**src/rtl/riscv_wb_stage.sv**
```systemverilog
// Write-back stage for loads: waits for LSU data, aligns and extends it, and writes the
// register file (data plus DIFT tag) one cycle later. Flushed or overdue loads are dropped.
module riscv_wb_stage #(
    parameter int unsigned TIMEOUT_CYCLES = 64
) (
    input  logic        clk,
    input  logic        rst_n,
    input  logic        ex_valid_i,
    output logic        wb_ready_o,
    input  logic        regfile_we_i,
    input  logic [4:0]  regfile_waddr_i,
    input  logic [1:0]  data_type_i,
    input  logic        data_sign_ext_i,
    input  logic [1:0]  data_reg_offset_i,
    input  logic        flush_i,
    input  logic [31:0] lsu_rdata_i,
    input  logic        lsu_rdata_tag_i,
    input  logic        lsu_rvalid_i,
    output logic        regfile_we_o,
    output logic [4:0]  regfile_waddr_o,
    output logic [31:0] regfile_wdata_o,
    output logic        regfile_wdata_o_tag,
    output logic        regfile_we_o_tag,
    output logic        timeout_o
);

    typedef enum logic [1:0] {S_IDLE, S_WAIT, S_DROP} state_t;

    localparam logic [7:0] CNT_LAST = 8'(TIMEOUT_CYCLES - 1);

    state_t      state, state_next;
    logic [7:0]  cnt, cnt_next;
    logic [4:0]  pend_waddr;
    logic [1:0]  pend_type;
    logic        pend_sign_ext;
    logic [1:0]  pend_offset;
    logic        accept;
    logic        complete;
    logic        expired;
    logic [31:0] rot;
    logic [31:0] aligned;

    assign accept   = ex_valid_i & wb_ready_o;
    assign complete = (state == S_WAIT) & lsu_rvalid_i;
    // rvalid wins over an expiring counter, so a late-but-on-time load still completes.
    assign expired  = (state != S_IDLE) & ~lsu_rvalid_i & (cnt == CNT_LAST);

    // NOTE: sequential state uses non-blocking assignments so every register samples pre-edge values.
    always_ff @(posedge clk) begin
        if (!rst_n) begin
            state <= S_IDLE;
            cnt   <= 8'd0;
        end else begin
            state <= state_next;
            cnt   <= cnt_next;
        end
    end

    // NOTE: defaults at the top of every always_comb keep all paths assigned, so no latches.
    always_comb begin
        state_next = state;
        cnt_next   = cnt;
        case (state)
            S_IDLE: begin
                if (accept && regfile_we_i) begin
                    state_next = S_WAIT;
                    cnt_next   = 8'd0;
                end
            end
            S_WAIT: begin
                if (lsu_rvalid_i) begin
                    state_next = (accept && regfile_we_i) ? S_WAIT : S_IDLE;
                    cnt_next   = 8'd0;
                end else if (expired) begin
                    state_next = S_IDLE;
                    cnt_next   = 8'd0;
                end else begin
                    state_next = flush_i ? S_DROP : S_WAIT;
                    cnt_next   = cnt + 8'd1;
                end
            end
            S_DROP: begin
                if (lsu_rvalid_i || expired) begin
                    state_next = S_IDLE;
                    cnt_next   = 8'd0;
                end else begin
                    cnt_next   = cnt + 8'd1;
                end
            end
            default: begin
                state_next = S_IDLE;
                cnt_next   = 8'd0;
            end
        endcase
    end

    always_comb begin
        wb_ready_o = ((state == S_IDLE) | complete) & ~flush_i;
        timeout_o  = expired;
    end

    always_comb begin
        case (pend_offset)
            2'd1:    rot = {lsu_rdata_i[7:0],  lsu_rdata_i[31:8]};
            2'd2:    rot = {lsu_rdata_i[15:0], lsu_rdata_i[31:16]};
            2'd3:    rot = {lsu_rdata_i[23:0], lsu_rdata_i[31:24]};
            default: rot = lsu_rdata_i;
        endcase
        case (pend_type)
            2'b01:   aligned = {{16{pend_sign_ext & rot[15]}}, rot[15:0]};
            2'b10:   aligned = {{24{pend_sign_ext & rot[7]}},  rot[7:0]};
            default: aligned = rot;
        endcase
    end

    always_ff @(posedge clk) begin
        if (!rst_n) begin
            pend_waddr          <= 5'd0;
            pend_type           <= 2'd0;
            pend_sign_ext       <= 1'b0;
            pend_offset         <= 2'd0;
            regfile_we_o        <= 1'b0;
            regfile_waddr_o     <= 5'd0;
            regfile_wdata_o     <= 32'd0;
            regfile_wdata_o_tag <= 1'b0;
        end else begin
            if (accept) begin
                pend_waddr    <= regfile_waddr_i;
                pend_type     <= data_type_i;
                pend_sign_ext <= data_sign_ext_i;
                pend_offset   <= data_reg_offset_i;
            end
            regfile_we_o <= complete;
            if (complete) begin
                regfile_waddr_o     <= pend_waddr;
                regfile_wdata_o     <= aligned;
                regfile_wdata_o_tag <= lsu_rdata_tag_i;
            end
        end
    end

    assign regfile_we_o_tag = regfile_we_o;

endmodule
```
**config.mk**
```make
export PLATFORM = sky130hd
export DESIGN_NAME = riscv_wb_stage
export DESIGN_NICKNAME = d
export VERILOG_FILES = /design/src/rtl/riscv_wb_stage.sv
export SDC_FILE = /design/constraint.sdc
export NUM_CORES = 1
export LEC_CHECK = 0
export CORE_MARGIN = 5
export CORE_UTILIZATION = 33
export DETAILED_ROUTE_END_ITERATION = 10
export PLACE_DENSITY_LB_ADDON = 0.15
export SLEW_MARGIN = 0
export SYNTH_ARGS = -nofsm -noshare
export SYNTH_HDL_FRONTEND = slang
export SYNTH_SLANG_ARGS = --single-unit
```
**constraint.sdc**
```tcl
create_clock -name clk -period 3.5 [get_ports clk]
set_clock_uncertainty 0.2 [all_clocks]
set_input_delay 0.525 -clock clk [delete_from_list [all_inputs] [get_ports clk]]
set_output_delay 0.525 -clock clk [all_outputs]
set_load 0.005 [all_outputs]
```
==> run metrics <==
Post-Synth Simple-Gate Area=~14%; largest net degree at the start of global routing=39; Critical R2R Launch=pend_type[0]; count leader, synth=dfxtp_1; Die Y-Extent=about 110 um; CTS tree=built; Hold/Removal Path Class=reg2reg; # diodes=0; Routed Antenna Nets=0; launch point of the worst path=state[0]; Syn-to-layout area delta=35.40%; commonest cells in the synthesized netlist=dfxtp_1, nand2_1, mux2i_1; initial antenna violation count=0; CP Launch Type=register; fin util=between 40 and 50%; critical path fanouts, max=12; crit end category=output port; Die W=around 110 um; number of synthesized flops with an enable pin=0; Worst-path clk slew=approximately 0.06 ns; Worst Path Required=approximately 2.8 ns; routability congestion estimate=a little under 0.8; Residual DRC=0; cts hold-fix bufs=0; compound-gate portion of the synthesized area=15.63%; Static Leakage=roughly 1.5 nW; fmax=between 300 and 400 MHz; Tcrit/Tclk final=between 80% and 90%; total of max-cap violations=0; number of H-tree levels=3; syn avg cell area=roughly 10 um2; DRT Wirelength=between 8000 and 9000 um; measured slew at the worst slew-check pin=a little over 0.6 ns; IO Port Bufs=90; Synth area leader=dfxtp_1; drt pass-1 iters=6; post-synthesis cell area=between 0.003 and 0.004 mm2; Clock Tree Buf Depth=2; critical path arrival=2.23 ns; Setup Viol. Count Final=0; worst-path cell chain=inv_1 -> ha_1 -> nor4_1 -> and3_1 -> clkdlybuf4s50_1; status=complete, no violations; worst vdd ir=approximately 0.17 mV; Max-Slew Margin vs Limit=a little under 60%; Net Count, Synth=between 300 and 400; Total Power=around 1.8 mW; Final TNS setup=0 ns; Worst path slowest cell=clkdlybuf4s50_1; top_reg_cell synth=dfxtp_1; Slowest Stage Delay on Critical Path=about 0.49 ns; Vias=roughly 2700; CTS buffer count=9; # IOs=91; initial core utilization=approximately a third; Via-to-Cell Ratio=4.998; Gate Count Post-Synth=325; post-synth top area share=36.80%; post-route minimum period=2.951 ns; Post-Synth XOR/XNOR Area=roughly 1.9%; drt wl/cell=15.94 um; share of the yosys chip area belonging to registers=36.80%; first-pass GRT wire length=between 10000 and 15000 um; Min Hold Slack=roughly 0.26 ns; ranking of synthesized cells by area=dfxtp_1, mux4_2, mux2i_1, nand2_1, nor2b_1; proportion of synthesized area in mux cells=between 20% and 30%; Yosys reg bits=between 50 and 60; Async SR Flop Fraction=0%; largest family of logic cells by synthesized area=multiplexers; Hold Fails Final Rpt=0; unrepaired setup endpoints after global routing=false; layout cells sized above 1=a little under an eighth; Core ar.=roughly 0.0096 mm2; number of gates resized after CTS=0; full die area=about 0.012 mm2; pins over their slew limit=0; vias in the first global route=approximately 2800; critical path class=reg2out; gr usage total=between 10% and 20%; clock latency on the worst-skew pair=0.33 ns; number of DRC markers in iteration 0=roughly 110; row count=36; HP Start=regfile_waddr_o[1]; GRT overflow=0; Post-CTS Setup Bufs=0; Synth Warn #=0; Adder-Cell Fraction of Synth Area=approximately 2.3%; Final #Nets=approximately 460; library cells used by synthesis=34; DP HPWL=around 6300 um; power per cell area=roughly 410 mW/mm2; CTS Sinks=approximately 60; clock root buffer=clkbuf_8
stage by stage:
stage	cell area (um2)	setup slack (ns)	std cells
global route	4345	0.3150	544
finish	4345	0.5491	544
detailed placement	4192	0.6198	528
global placement	4192	0.6740	528
CTS	4345	0.5351	544
floorplan	3209	1.360	325
worst max-delay path, delay by kind of cell (launching register included):
family,cells,cell delay [ns]
adder cells (fa/ha/maj),1,0.34
flip-flops,1,0.35
buffers and inverters,2,0.56
AND/OR/NAND/NOR,2,0.66
area by class of cell:
class	count	area (um2)
Clock buffer	13	138.9
Inverter	5	18.77
Sequential cell	59	1184
Timing Repair Buffer	96	940.9
Clock inverter	3	15.01
Fill cell	946	5294
Tap cell	133	166.4
Multi-Input combinational cell	235	1882
final timing paths:
kind | to | slack, ns | cells past startpoint
setup / recovery | timeout_o | 0.55 | 5
hold / removal | regfile_waddr_o[1] | 0.26 | 2
setup reg to reg | regfile_wdata_o[24] | 0.86 | 6
hold reg to reg | regfile_waddr_o[1] | 0.26 | 2
power breakdown:
| group | leakage [nW] | internal, mW | total, mW | switching [mW] |
|---|---|---|---|---|
| Clock | 0.0812 | 0.254 | 0.511 | 0.256 |
| Combinational | 0.926 | 0.263 | 0.482 | 0.219 |
| Sequential | 0.480 | 0.731 | 0.772 | 0.0413 |
| Total | 1.49 | 1.25 | 1.76 | 0.516 |
cells in the final DEF (no fill, tap or decap), types with 4 or more instances in the layout:
| cell | Yosys | layout |
|---|---|---|
| clkdlybuf4s50_1 | 0 | 89 |
| dfxtp_1 | 59 | 57 |
| nand2_1 | 52 | 52 |
| mux2i_1 | 34 | 34 |
| a21oi_1 | 21 | 21 |
| nor2b_1 | 19 | 19 |
| o21ai_0 | 19 | 19 |
| mux4_2 | 18 | 18 |
| a21boi_0 | 15 | 15 |
| nor2_1 | 10 | 10 |
| clkbuf_8 | 0 | 9 |
| o221a_2 | 8 | 8 |
| xnor2_1 | 7 | 7 |
| ha_1 | 6 | 6 |
| buf_4 | 1 | 6 |
| inv_1 | 5 | 5 |
| nand3_1 | 4 | 4 |
| clkbuf_1 | 15 | 4 |
flip-flops by register name, summed over array words and instances, names as in the netlist:
| register | count |
|---|---|
| pend_type | 2 |
| regfile_waddr_o | 5 |
| regfile_wdata_o_tag | 1 |
| regfile_wdata_o | 32 |
| pend_sign_ext | 1 |
| cnt | 8 |
| pend_offset | 2 |
| pend_waddr | 5 |
| regfile_we_o | 1 |
| state | 2 |
logic make-up (layout without fill, tap and decap cells):
family                   Yosys count  count (layout)
multiplexers                      54              54
adder cells (fa/ha/maj)            6               6
XOR/XNOR                           7               7
AND/OR/NAND/NOR                   95              95
flip-flops                        59              59
buffers and inverters             31             117
AO/OA/AOI/OAI                     73              73
per-layer routing:
layer | vias up | track usage [%] | share of wire [%]
met1 | 1301 | 19.88 | 45
li1 | 1336 | - | -
met2 | 77 | 25.99 | 48
met3 | 5 | 5.565 | 6.2
met4 | 0 | 2.705 | 0.70
met5 | - | 0 | 0
Note: power is estimated with default switching activity, not from simulation.
